--- config.mk ---
export PLATFORM = sky130hd
export DESIGN_NAME = dsi_rx_frame_ctrl_flat
export DESIGN_NICKNAME = d
export VERILOG_FILES = /design/src/rtl/dsi_rx_frame_ctrl_if.sv /design/src/rtl/dsi_rx_frame_ctrl.sv /design/src/flat_wrapper.sv
export SDC_FILE = /design/constraint.sdc
export NUM_CORES = 1
export LEC_CHECK = 0
export ABC_AREA = 1
export BUFFER_PORTS_ARGS = -buffer_cell sky130_fd_sc_hd__buf_2
export CORE_MARGIN = 4
export CORE_UTILIZATION = 55
export CTS_BUF_LIST = sky130_fd_sc_hd__clkbuf_8
export DETAILED_ROUTE_END_ITERATION = 8
export PLACE_DENSITY = 0.73
export SYNTH_ARGS = -nofsm -noshare
export SYNTH_HDL_FRONTEND = slang
export SYNTH_SLANG_ARGS = --single-unit
export TNS_END_PERCENT = 20
--- constraint.sdc ---
create_clock -name clk -period 2.2 [get_ports clk]
set_clock_uncertainty 0.05 [all_clocks]
set_input_delay 0.11 -clock clk [delete_from_list [all_inputs] [get_ports clk]]
set_output_delay 0.11 -clock clk [all_outputs]
set_load 0.05 [all_outputs]
--- src/rtl/dsi_rx_frame_ctrl_if.sv ---
// Pixel output stream of the serial receive frame sequencer.
// Carries RGB data, the valid/ready handshake and the sof/eol/eof sideband flags.
interface dsi_rx_frame_ctrl_if;
   logic [23:0] pixel_data;
   logic        pixel_valid;
   logic        pixel_ready;
   logic        sof;
   logic        eol;
   logic        eof;

   modport master (
      output pixel_data,
      output pixel_valid,
      output sof,
      output eol,
      output eof,
      input  pixel_ready
   );

   modport slave (
      input  pixel_data,
      input  pixel_valid,
      input  sof,
      input  eol,
      input  eof,
      output pixel_ready
   );
endinterface

--- src/rtl/dsi_rx_frame_ctrl.sv ---
// Frame/line sequencer: hunts for the sync word, assembles 24-bit pixels,
// tracks line/frame position and hands pixels out through a 2-entry buffer.
module dsi_rx_frame_ctrl #(
   parameter int          H_ACTIVE  = 640,
   parameter int          V_ACTIVE  = 480,
   parameter logic [23:0] SYNC_WORD = 24'hFF00A5
) (
   input  logic                       clk,
   input  logic                       rst_n,
   input  logic                       serial_data,
   input  logic                       bit_en,
   input  logic                       clr_err,
   dsi_rx_frame_ctrl_if.master        pix,
   output logic                       frame_active,
   output logic                       sync_err,
   output logic                       overflow
);

   localparam int PW = $clog2(H_ACTIVE + 1);
   localparam int LW = $clog2(V_ACTIVE + 1);
   localparam logic [PW-1:0] LAST_PIX  = PW'(H_ACTIVE - 1);
   localparam logic [LW-1:0] LAST_LINE = LW'(V_ACTIVE - 1);

   typedef enum logic [1:0] {
      HUNT,
      LINE,
      LSYNC
   } state_t;

   state_t        state;
   // Only 23 history bits are kept; the incoming bit completes the 24-bit word.
   logic [22:0]   shift_reg;
   logic [4:0]    bit_cnt;
   logic [PW-1:0] pix_cnt;
   logic [LW-1:0] line_cnt;

   logic [23:0]   word;
   logic          word_done;
   logic          pix_done;
   logic          sync_hit;
   logic          last_pix;
   logic          last_line;

   assign word      = {shift_reg, serial_data};
   assign word_done = bit_en && (bit_cnt == 5'd23);
   assign pix_done  = word_done && (state == LINE);
   assign sync_hit  = (word == SYNC_WORD);
   assign last_pix  = (pix_cnt == LAST_PIX);
   assign last_line = (line_cnt == LAST_LINE);

   always_ff @(posedge clk or negedge rst_n) begin
      if (!rst_n) begin
         state        <= HUNT;
         shift_reg    <= '0;
         bit_cnt      <= '0;
         pix_cnt      <= '0;
         line_cnt     <= '0;
         frame_active <= 1'b0;
         sync_err     <= 1'b0;
      end else begin
         sync_err <= 1'b0;
         if (bit_en) begin
            shift_reg <= word[22:0];
            case (state)
               HUNT: begin
                  if (sync_hit) begin
                     state        <= LINE;
                     frame_active <= 1'b1;
                     bit_cnt      <= '0;
                     pix_cnt      <= '0;
                     line_cnt     <= '0;
                  end
               end
               LINE: begin
                  if (bit_cnt == 5'd23) begin
                     bit_cnt <= '0;
                     pix_cnt <= pix_cnt + 1'b1;
                     if (last_pix) begin
                        if (last_line) begin
                           state        <= HUNT;
                           frame_active <= 1'b0;
                        end else begin
                           state <= LSYNC;
                        end
                     end
                  end else begin
                     bit_cnt <= bit_cnt + 5'd1;
                  end
               end
               LSYNC: begin
                  if (bit_cnt == 5'd23) begin
                     bit_cnt <= '0;
                     if (sync_hit) begin
                        state    <= LINE;
                        line_cnt <= line_cnt + 1'b1;
                        pix_cnt  <= '0;
                     end else begin
                        state        <= HUNT;
                        frame_active <= 1'b0;
                        sync_err     <= 1'b1;
                     end
                  end else begin
                     bit_cnt <= bit_cnt + 5'd1;
                  end
               end
               default: begin
                  state        <= HUNT;
                  frame_active <= 1'b0;
               end
            endcase
         end
      end
   end

   // Buffer entries are {eof, eol, sof, pixel}; the head is presented directly.
   logic [26:0] fifo_mem [2];
   logic [26:0] head;
   logic [26:0] push_entry;
   logic        wr_ptr;
   logic        rd_ptr;
   logic [1:0]  fifo_cnt;
   logic        pop;
   logic        accept;
   logic        drop;

   assign push_entry = {last_pix && last_line, last_pix,
                        (pix_cnt == '0) && (line_cnt == '0), word};
   assign head       = fifo_mem[rd_ptr];
   assign pop        = pix.pixel_valid && pix.pixel_ready;
   assign accept     = pix_done && ((fifo_cnt != 2'd2) || pop);
   assign drop       = pix_done && (fifo_cnt == 2'd2) && !pop;

   assign pix.pixel_valid = (fifo_cnt != 2'd0);
   assign pix.pixel_data  = head[23:0];
   assign pix.sof         = head[24];
   assign pix.eol         = head[25];
   assign pix.eof         = head[26];

   always_ff @(posedge clk or negedge rst_n) begin
      if (!rst_n) begin
         fifo_mem[0] <= '0;
         fifo_mem[1] <= '0;
         wr_ptr      <= 1'b0;
         rd_ptr      <= 1'b0;
         fifo_cnt    <= 2'd0;
         overflow    <= 1'b0;
      end else begin
         if (accept) begin
            fifo_mem[wr_ptr] <= push_entry;
            wr_ptr           <= ~wr_ptr;
         end
         if (pop) begin
            rd_ptr <= ~rd_ptr;
         end
         case ({accept, pop})
            2'b10:   fifo_cnt <= fifo_cnt + 2'd1;
            2'b01:   fifo_cnt <= fifo_cnt - 2'd1;
            default: fifo_cnt <= fifo_cnt;
         endcase
         // A drop in the same cycle as a clear leaves the flag set.
         if (drop) begin
            overflow <= 1'b1;
         end else if (clr_err) begin
            overflow <= 1'b0;
         end
      end
   end

endmodule
--- src/flat_wrapper.sv ---
// flat-port wrapper written by rule: the top's interface ports become plain ports
module dsi_rx_frame_ctrl_flat 
#(
   parameter int          H_ACTIVE  = 640,
   parameter int          V_ACTIVE  = 480,
   parameter logic [23:0] SYNC_WORD = 24'hFF00A5
)
  (clk, rst_n, serial_data, bit_en, clr_err, frame_active, sync_err, overflow, pix_pixel_data, pix_pixel_valid, pix_sof, pix_eol, pix_eof, pix_pixel_ready);
  dsi_rx_frame_ctrl_if pix_i ();
  input  logic clk;
  input  logic rst_n;
  input  logic serial_data;
  input  logic bit_en;
  input  logic clr_err;
  output logic frame_active;
  output logic sync_err;
  output logic overflow;
  output wire logic [$bits(pix_i.pixel_data)-1:0] pix_pixel_data;
  output wire logic [$bits(pix_i.pixel_valid)-1:0] pix_pixel_valid;
  output wire logic [$bits(pix_i.sof)-1:0] pix_sof;
  output wire logic [$bits(pix_i.eol)-1:0] pix_eol;
  output wire logic [$bits(pix_i.eof)-1:0] pix_eof;
  input wire logic [$bits(pix_i.pixel_ready)-1:0] pix_pixel_ready;
  assign pix_pixel_data = pix_i.pixel_data;
  assign pix_pixel_valid = pix_i.pixel_valid;
  assign pix_sof = pix_i.sof;
  assign pix_eol = pix_i.eol;
  assign pix_eof = pix_i.eof;
  assign pix_i.pixel_ready = pix_pixel_ready;
  dsi_rx_frame_ctrl #(.H_ACTIVE(H_ACTIVE), .V_ACTIVE(V_ACTIVE), .SYNC_WORD(SYNC_WORD)) u_core (.clk(clk), .rst_n(rst_n), .serial_data(serial_data), .bit_en(bit_en), .clr_err(clr_err), .pix(pix_i), .frame_active(frame_active), .sync_err(sync_err), .overflow(overflow));
endmodule
==> run metrics <==
status=completed; Worst Path Buf+Inv=0; CTS clk-pin slew, worst paths=around 100 ps; Syn Inst Count=670; startpoint types=register; vias in the first global route=4200; Layout Area Growth over Synthesis=10.6%; slowest stage cell on the critical path=dfrtp_1; TritonCTS clock tree=done; hold slack final=~32 ps; Final Hold Viols=0; CTS Root Cell=clkbuf_8; synthesized area=around 0.0056 sq mm; most common cell after layout, fill and taps aside=nand2_1; most frequent cells in the layout=233 x nand2_1, 110 x dfrtp_1, 74 x inv_1; Critical Path Sink Type=register; CP max stage delay=~410 ps; max reg flops=54; Layout fillers=860; Seq/Total Area, Yosys=~50%; layout cells sized above 1=around 18%; Highest Clock Rate=a little under 500 MHz; Boundary Pins=37; initial antenna violation count=0; crit path cell chain=ha_2 -> nand2_2 -> nor2_4 -> nand2_4 -> nor2_8 -> nand2_1 -> ha_1 -> a21oi_1 -> o21ai_0 -> xor2_1; initial drt markers=roughly 250; Cell variety after synth=37; Critical Path RT=~2400 ps; WP data arrival=roughly 2300 ps; Final Net Count=730; port bufs=36; Max Cap Violations=0; Reg2Reg Setup Slack=around 140 ps; Rows=36; die height=around 110 um; die width=between 100 and 150 um; CP Max Fanout=4; reg-to-reg endpoint=u_core.fifo_cnt[1]; Critical Path Sink=u_core.fifo_cnt[1]; crit path time final=roughly 2100 ps; DR vias/cell=a little over 5; post-route setup TNS=0 ps; Pre-antenna DRT Iters=5; initial core utilization=between 50 and 60%; die footprint=between 0.01 and 0.015 sq mm; Longest Clk Path Bufs=2; Residual DRC=0; Worst Setup SP=u_core.bit_cnt[0]; GRT Total Usage=between 20% and 30%; Tightest Pin Transition=~440 ps; dpl hpwl=~8.0 mm; Inserted Diodes=0; Hold Crit Class=in2reg; critical path type=reg2reg; routed len/inst=roughly 13 um; Yosys warnings=0; # setup viols final=0; Worst VDD drop=0.438 mV; launching point of the worst reg2reg path=u_core.bit_cnt[0]; largest net degree at the start of global routing=47; first-pass GRT wire length=between 15 and 20 mm; Pwr Density=approximately 700 mW/mm^2; routed via count=roughly 4300; part of the cycle the worst path needs=93.8%; Rel. slew slack=between 70% and 80%; worst r2r path cells=10; Syn Nets=686; Post-Syn Area per Cell=8.34 sq um; Overflow after GRT=0; Pleak=around 3.2 nW; Final ANT Viol Nets=0; fin area=between 0.006 and 0.007 sq mm; max-slew violation count=0; Yosys reg bits=110; critical path's top delay family=simple AND/OR/NAND/NOR gates; WL final=around 11 mm; final non-filler cell total=852; Core ar.=0.00982 sq mm; gpl congestion=about 0.8; Post-DP Area=0.00594 sq mm; Clock Latency Late Sink=around 370 ps; Placed Instances=a little over 800; Levels on crit path=10; clk sinks=110; Num CTS Buffers=9; H-tree depth=3
-- cells by family (layout without fill, tap and decap cells) --
group	count (synthesis)	in the layout	synth area share [%]
AOI/OAI and AO/OA	115	115	13.6
xor gates and xnor gates	5	5	0.783
buffers and inverters	99	148	8.01
and+or+nand+nor	331	331	26.2
DFF	110	110	49.2
adders and majority gates	10	10	2.24
-- tightest hold or removal path, stage by stage --
cell     delay, ps
buf_2          160
nand4_1        100
inv_1           40
-- synth_stat cells --
cell type,n,area share [%]
buf_6,10,2.0
nor3_1,8,0.72
xor2_1,4,0.63
inv_2,2,0.13
o21bai_1,1,0.13
nor2_4,2,0.40
o22ai_1,3,0.34
nand3_1,21,1.9
inv_1,75,5.0
nand2_4,3,0.60
buf_2,1,0.089
nor4_2,1,0.22
nand2_1,233,16
a21oi_2,1,0.16
o2111ai_1,1,0.16
a21oi_4,1,0.29
o21ai_0,45,4.0
o21ai_2,40,6.3
clkbuf_1,9,0.60
nand3b_1,1,0.13
a21oi_1,6,0.54
o31ai_1,1,0.13
nor2_1,33,2.2
nand4_1,13,1.5
xnor2_1,1,0.16
or2_2,3,0.34
o21ai_1,14,1.3
o211ai_1,2,0.27
nor2_2,3,0.34
nor4_1,1,0.11
nand3_4,3,0.94
dfrtp_1,110,49
clkinv_1,1,0.067
nand2_2,4,0.45
ha_1,10,2.2
buf_1,1,0.067
nor2_8,2,0.72
-- report_power, final --
group          switching, mW  internal [mW]
clock network          0.681          0.483
registers              0.128           2.14
logic                  0.560          0.213
total                   1.37           2.84
-- cell type report --
cell class	instances	area [sq um]	area share, %
clock buffers	11	151	2.45
multi-input cells	461	2390	38.7
inverters	78	293	4.73
well taps	133	166	2.69
clock inverters	5	38.8	0.627
repair buffers	54	390	6.31
flip-flops and latches	110	2750	44.5
-- worst min path at each step --
stage / startpoint / to / slack [ps] / cells past startpoint
final: bit_en / u_core.sync_err / 30 / 3
after global routing: bit_en / u_core.sync_err / 60 / 3
after CTS: bit_en / u_core.sync_err / 10 / 3
after detailed placement: rst_n / u_core.fifo_mem[6] / 1 / 1
after global placement: rst_n / u_core.fifo_mem[32] / -1 / 1
after floorplan: rst_n / u_core.bit_cnt[0] / -240 / 0
-- stage by stage --
stage / util (%) / worst slack (ps) / total power [mW]
floorplan: - / 251 / 2.81
global placement: 60.5 / 238 / 3.05
detailed placement: 60.5 / 148 / 3.07
CTS: 62.9 / 137 / 4.24
global route: 63.0 / -9.31 / 4.45
finish: 63.0 / 137 / 4.21
-- what timing repair did --
action | CTS | global route
gates resized for setup | 0 | 2
hold buffers | 4 | 0
hold endpoints to repair | 86 | 0
buffers inserted | 0 | 1
endpoints found under the setup margin | 0 | 1
-- metal layers --
metal,share of wire [%],GRT usage (%),vias to the layer above
met3,3.0,2.25,16
met5,0,0,-
met4,1.8,7.21,0
met2,49,35.3,71
li1,-,-,2215
met1,46,26.5,2044
No activity file was read; power rests on OpenSTA's default activity.
